**config.mk**
```make
export PLATFORM = sky130hd
export DESIGN_NAME = mem_dma
export DESIGN_NICKNAME = d
export VERILOG_FILES = /design/src/rtl/mem_dma_pkg.sv /design/src/rtl/mem_dma_timeout.sv /design/src/rtl/mem_dma.sv
export SDC_FILE = /design/constraint.sdc
export NUM_CORES = 1
export LEC_CHECK = 0
export CAP_MARGIN = 10
export CORE_ASPECT_RATIO = 1.75
export CORE_MARGIN = 5
export CORE_UTILIZATION = 35
export CTS_BUF_LIST = sky130_fd_sc_hd__clkbuf_8
export DETAILED_ROUTE_END_ITERATION = 12
export HOLD_SLACK_MARGIN = 0.05
export PLACE_DENSITY = 0.61
export SYNTH_ARGS = -nofsm -noshare
export SYNTH_HDL_FRONTEND = slang
export SYNTH_SLANG_ARGS = --single-unit
```
**constraint.sdc**
```tcl
create_clock -name clk -period 4.28 [get_ports clk]
set_input_delay 0.428 -clock clk [delete_from_list [all_inputs] [get_ports clk]]
set_output_delay 0.428 -clock clk [all_outputs]
set_load 0.02 [all_outputs]
```
**src/rtl/mem_dma_pkg.sv**
```systemverilog
// Shared definitions for the word-copy DMA engine.
//   state_t     : FSM state encoding (IDLE, READ, WRITE, GAP)
//   WSTRB_WORD  : byte strobe for a full-word write
//   WSTRB_NONE  : byte strobe presented during a read
//   WORD_BYTES  : pointer increment per copied word
//   word_align  : clears the byte-offset bits of an address
package mem_dma_pkg;

    typedef enum logic [1:0] {
        IDLE  = 2'd0,
        READ  = 2'd1,
        WRITE = 2'd2,
        GAP   = 2'd3
    } state_t;

    localparam logic [3:0]  WSTRB_WORD = 4'b1111;
    localparam logic [3:0]  WSTRB_NONE = 4'b0000;
    localparam logic [31:0] WORD_BYTES = 32'd4;

    function automatic logic [31:0] word_align(input logic [31:0] addr);
        return addr & ~32'h3;
    endfunction

endpackage

```
**src/rtl/mem_dma_timeout.sv**
```systemverilog
// Bus-phase watchdog: a saturating down-counter.
//   clk, rst_n : clock, synchronous active-low reset
//   load       : reload with TIMEOUT_CYCLES (start of a bus phase)
//   dec        : one stalled cycle (request high, no completion)
//   expire     : this stalled cycle is the TIMEOUT_CYCLES-th in a row
module mem_dma_timeout #(
    parameter int TIMEOUT_CYCLES = 255
) (
    input  logic clk,
    input  logic rst_n,
    input  logic load,
    input  logic dec,
    output logic expire
);

    localparam int CNT_W = (TIMEOUT_CYCLES < 2) ? 1 : $clog2(TIMEOUT_CYCLES + 1);
    localparam logic [CNT_W-1:0] LOAD_VAL = CNT_W'(TIMEOUT_CYCLES);

    logic [CNT_W-1:0] cnt;

    // Expiry is flagged combinationally so the FSM can abort on the very
    // edge that would complete the last allowed stalled cycle.
    assign expire = dec && (cnt == CNT_W'(1));

    always_ff @(posedge clk) begin
        if (!rst_n) begin
            cnt <= '0;
        end else if (load) begin
            cnt <= LOAD_VAL;
        end else if (dec && (cnt != '0)) begin
            cnt <= cnt - CNT_W'(1);
        end
    end

endmodule

```
**src/rtl/mem_dma.sv**
```systemverilog
// Memory-to-memory word copy engine with a single shared request bus.
// Each word is a READ phase, a one-cycle GAP, a WRITE phase and another GAP.
//   clk, rst_n          : clock, synchronous active-low reset
//   start               : copy request, sampled only in IDLE
//   src_addr, dst_addr  : byte addresses (low two bits ignored)
//   len                 : number of 32-bit words to copy
//   busy, done, error   : status (done is a pulse, error is sticky)
//   mem_valid/mem_ready : request / one-cycle completion handshake
//   mem_addr, mem_wdata, mem_wstrb : request payload (wstrb 0 = read)
//   mem_rdata           : read data, valid with mem_ready
module mem_dma
    import mem_dma_pkg::*;
#(
    parameter int LEN_W          = 16,
    parameter int TIMEOUT_CYCLES = 255
) (
    input  logic             clk,
    input  logic             rst_n,
    input  logic             start,
    input  logic [31:0]      src_addr,
    input  logic [31:0]      dst_addr,
    input  logic [LEN_W-1:0] len,
    output logic             busy,
    output logic             done,
    output logic             error,
    output logic             mem_valid,
    input  logic             mem_ready,
    output logic [31:0]      mem_addr,
    output logic [31:0]      mem_wdata,
    output logic [3:0]       mem_wstrb,
    input  logic [31:0]      mem_rdata
);

    state_t           state, state_nxt;
    logic             next_write, next_write_nxt;
    logic [31:0]      src_ptr, src_ptr_nxt;
    logic [31:0]      dst_ptr, dst_ptr_nxt;
    logic [31:0]      data_reg, data_reg_nxt;
    logic [LEN_W-1:0] remaining, remaining_nxt;
    logic             busy_nxt, done_nxt, error_nxt, mem_valid_nxt;
    logic [31:0]      mem_addr_nxt, mem_wdata_nxt;
    logic [3:0]       mem_wstrb_nxt;
    logic             to_load, to_dec, to_expire;

    // mem_valid is always high in READ/WRITE, so a stalled cycle is simply
    // a bus-phase state without a completion.
    assign to_dec = ((state == READ) || (state == WRITE)) && !mem_ready;

    mem_dma_timeout #(
        .TIMEOUT_CYCLES (TIMEOUT_CYCLES)
    ) u_timeout (
        .clk    (clk),
        .rst_n  (rst_n),
        .load   (to_load),
        .dec    (to_dec),
        .expire (to_expire)
    );

    always_ff @(posedge clk) begin
        if (!rst_n) begin
            state      <= IDLE;
            next_write <= 1'b0;
            src_ptr    <= '0;
            dst_ptr    <= '0;
            data_reg   <= '0;
            remaining  <= '0;
            busy       <= 1'b0;
            done       <= 1'b0;
            error      <= 1'b0;
            mem_valid  <= 1'b0;
            mem_addr   <= '0;
            mem_wdata  <= '0;
            mem_wstrb  <= '0;
        end else begin
            state      <= state_nxt;
            next_write <= next_write_nxt;
            src_ptr    <= src_ptr_nxt;
            dst_ptr    <= dst_ptr_nxt;
            data_reg   <= data_reg_nxt;
            remaining  <= remaining_nxt;
            busy       <= busy_nxt;
            done       <= done_nxt;
            error      <= error_nxt;
            mem_valid  <= mem_valid_nxt;
            mem_addr   <= mem_addr_nxt;
            mem_wdata  <= mem_wdata_nxt;
            mem_wstrb  <= mem_wstrb_nxt;
        end
    end

    // Outputs are computed one cycle ahead so every port comes from a flop.
    always_comb begin
        state_nxt      = state;
        next_write_nxt = next_write;
        src_ptr_nxt    = src_ptr;
        dst_ptr_nxt    = dst_ptr;
        data_reg_nxt   = data_reg;
        remaining_nxt  = remaining;
        busy_nxt       = busy;
        done_nxt       = 1'b0;
        error_nxt      = error;
        mem_valid_nxt  = mem_valid;
        mem_addr_nxt   = mem_addr;
        mem_wdata_nxt  = mem_wdata;
        mem_wstrb_nxt  = mem_wstrb;
        to_load        = 1'b0;

        case (state)
            IDLE: begin
                if (start) begin
                    src_ptr_nxt   = word_align(src_addr);
                    dst_ptr_nxt   = word_align(dst_addr);
                    remaining_nxt = len;
                    error_nxt     = 1'b0;
                    if (len != '0) begin
                        state_nxt     = READ;
                        busy_nxt      = 1'b1;
                        mem_valid_nxt = 1'b1;
                        mem_addr_nxt  = word_align(src_addr);
                        mem_wstrb_nxt = WSTRB_NONE;
                        to_load       = 1'b1;
                    end else begin
                        done_nxt = 1'b1;
                    end
                end
            end

            READ: begin
                // A completion wins over a timeout landing on the same edge.
                if (mem_ready) begin
                    data_reg_nxt   = mem_rdata;
                    next_write_nxt = 1'b1;
                    state_nxt      = GAP;
                    mem_valid_nxt  = 1'b0;
                end else if (to_expire) begin
                    state_nxt     = IDLE;
                    busy_nxt      = 1'b0;
                    error_nxt     = 1'b1;
                    mem_valid_nxt = 1'b0;
                end
            end

            WRITE: begin
                if (mem_ready) begin
                    remaining_nxt = remaining - LEN_W'(1);
                    src_ptr_nxt   = src_ptr + WORD_BYTES;
                    dst_ptr_nxt   = dst_ptr + WORD_BYTES;
                    mem_valid_nxt = 1'b0;
                    if (remaining == LEN_W'(1)) begin
                        state_nxt = IDLE;
                        busy_nxt  = 1'b0;
                        done_nxt  = 1'b1;
                    end else begin
                        state_nxt      = GAP;
                        next_write_nxt = 1'b0;
                    end
                end else if (to_expire) begin
                    state_nxt     = IDLE;
                    busy_nxt      = 1'b0;
                    error_nxt     = 1'b1;
                    mem_valid_nxt = 1'b0;
                end
            end

            GAP: begin
                // Exactly one idle bus cycle, then launch the pending phase.
                mem_valid_nxt = 1'b1;
                to_load       = 1'b1;
                if (next_write) begin
                    state_nxt     = WRITE;
                    mem_addr_nxt  = dst_ptr;
                    mem_wdata_nxt = data_reg;
                    mem_wstrb_nxt = WSTRB_WORD;
                end else begin
                    state_nxt     = READ;
                    mem_addr_nxt  = src_ptr;
                    mem_wstrb_nxt = WSTRB_NONE;
                end
            end

            default: begin
                state_nxt = IDLE;
            end
        endcase
    end

endmodule
```
==> out/qor.txt <==
Static Leak - 4.022 nW
Placed Area - 11,700 um2
Startpoint Class - flip-flop
Routed Antenna Nets - 0
RePlAce Congestion - 0.8639
Final slew viol count - 0
Final Cell Area - 12,110 um2
Site Rows - 80
Total congestion overflow - 0
Synth cell types - 66
Fmax - 0.3464 GHz
CP cell instances - inv_1 -> ha_1 -> mux2i_1 -> nand2b_2 -> buf_4 -> or3_1 -> o211ai_1 -> a21oi_1
Die height - 229.5 um
Area delta synth->final - 25.63%
First-pass GRT wire length - 51.47 mm
Max transition margin - 0.3499
All-Layer GR Usage - 0.2079
DR WL/cell - 18.44 um
Final setup TNS - 0 ps
Fin. Hold Viols - 0
Clock Skews - 11.96 ps
Crit path from - state[0]
Clk_lat worst skew - 500 ps
Antenna violations before repair - 2
Period minus WS final - 2887 ps
Initial DRT Pass Iterations - 7
DRT iter0 DRCs - 663
Max H-tree Level - 4
Worst EP arrival - 3240 ps
TritonCTS sink count - 187
Largest net degree at the start of global routing - 80
Seq/Total Area, Yosys - 0.3884
Fill count - 2,834
Total power - 6.029 mW
Worst Hold Class - reg -> reg
Remaining DRCs - 0
Port bufs - 183
CP Class - reg -> reg
DR vias - 9,848
Clk buf depth - 2
Status - complete, no violations
Asr flop ratio synth - 0
Clock transition at path regs - 100 ps
WP data required - 4640 ps
Die width - 135.4 um
Vias per inst - 5.592
Dpl hpwl - 22.72 mm
Most common cell after layout, fill and taps aside - nand2_1
Syn Nets - 1,392
Tightest Pin Transition - 966.2 ps
Die area - 31,090 um2
CP max FO - 29
R2R cell count - 8
Critical path's slowest cell - nand2b_2
Pwr Density - 498.0 nW/um2
Layout net count - 1,504
Max cap viols - 0
Final worst path period share - 0.6745
CTS Hold Buffers Added - 0
IO Count - 188
Syn Area/Cell - 7.613 um2
Num CTS Buffers - 17
Unrepaired setup endpoints after global routing - false
Synthesized cell area - 9638 um2
Root Driver - clkbuf_8
Share of layout cells above drive strength 1 - 0.05104
Vias in the first global route - 9,555
TritonCTS clock tree - yes
Synth Flop Type - dfxtp_1
Crit-path max cell delay - 550 ps
Initial Util - 0.3540
Final setup vio count - 0
Yosys warnings - 0
Most frequent cells in the layout - nand2_1, dfxtp_1, clkdlybuf4s50_1, a21oi_1, nor2_1
FF+latch count, synth - 187
WHS Path Cells - 2
Core area - 27,230 um2
Post-Syn Instances - 1,266
Number of setup buffers added after CTS - 0
Post-CTS sizing - 0
VDD IR max - 0.2583 mV
Routed wire length - 32.47 mm
Setup crit end kind - flip-flop
Reg-to-Reg Start - state[0]
Hold wc startpoint - data_reg[29]
Number of flops mapped to enable cells by yosys - 0
==> layout make-up <==
type | count | area [um2] | area share
Antenna cell | 1 | 2.502 | 0.0002067
Clock buffer | 21 | 289.0 | 0.02387
Clock inverter | 11 | 120.1 | 0.009920
Inverter | 23 | 88.84 | 0.007337
Multi-Input combinational cell | 948 | 5414 | 0.4471
Sequential cell | 187 | 3745 | 0.3093
Tap cell | 369 | 461.7 | 0.03813
Timing Repair Buffer | 201 | 1987 | 0.1641
==> cells by family after synthesis <==
logic type | synth area share
XOR/XNOR | 0.004543
AO/OA/AOI/OAI | 0.2380
buffers and inverters | 0.05400
AND/OR/NAND/NOR | 0.2634
flip-flops | 0.3884
multiplexers | 0.03869
adder cells (fa/ha/maj) | 0.01298
==> per-stage QoR <==
| step | setup WS [ps] | hold slack (ps) | cells | utilization |
|---|---|---|---|---|
| 3_5_place_dp | 1279 | 445.7 | 1728 | 0.4296 |
| 4_1_cts | 1389 | 425.6 | 1760 | 0.4446 |
| 6_report | 1393 | 448.8 | 1761 | 0.4447 |
| 5_1_grt | 1144 | 436.6 | 1761 | 0.4447 |
| 3_3_place_gp | 1292 | 435.6 | 1728 | 0.4296 |
| 2_1_floorplan | 2081 | 428.5 | 1266 | - |
==> Yosys cell counts, types with 23 or more instances <==
| master | n | area, um2 |
|---|---|---|
| nand2_1 | 216 | 810.8 |
| mux2i_1 | 35 | 350.3 |
| nand4_1 | 24 | 150.1 |
| dfxtp_1 | 187 | 3744 |
| a211o_1 | 26 | 227.7 |
| o21ai_0 | 51 | 255.2 |
| nand3_1 | 58 | 290.3 |
| a21oi_1 | 171 | 855.8 |
| inv_1 | 23 | 86.33 |
| nor2_1 | 87 | 326.6 |
| nor3_1 | 28 | 140.1 |
| clkbuf_1 | 89 | 334.1 |
==> report_power, final <==
group | switching [mW] | internal, mW
logic | 1.31 | 0.878
registers | 0.476 | 2.11
clock network | 0.673 | 0.577
total | 2.46 | 3.57
==> worst max-delay path: cells and delay by family, from the launching register on <==
kind,cells,cell delay (ps)
buffers and inverters,2,520
AOI/OAI and AO/OA,2,170
and+or+nand+nor,2,870
DFF,1,360
adders and majority gates,1,530
muxes,1,280
==> layer usage <==
metal	routed length, um	part of all wire	global-route usage	vias up
li1	-	-	-	4822
met3	2170	0.067	0.05951	68
met2	16510	0.51	0.3607	324
met5	13	0.00040	0	-
met1	12450	0.38	0.2309	4632
met4	1326	0.041	0.09868	2
==> worst paths after layout <==
| check | to | slack, ps |
|---|---|---|
| worst max-delay path | src_ptr[26] | 1390 |
| worst min-delay path | mem_wdata[29] | 450 |
| worst max register to register | src_ptr[26] | 1390 |
| worst min register to register | mem_wdata[29] | 450 |
Power figures use the tool's default switching activity.
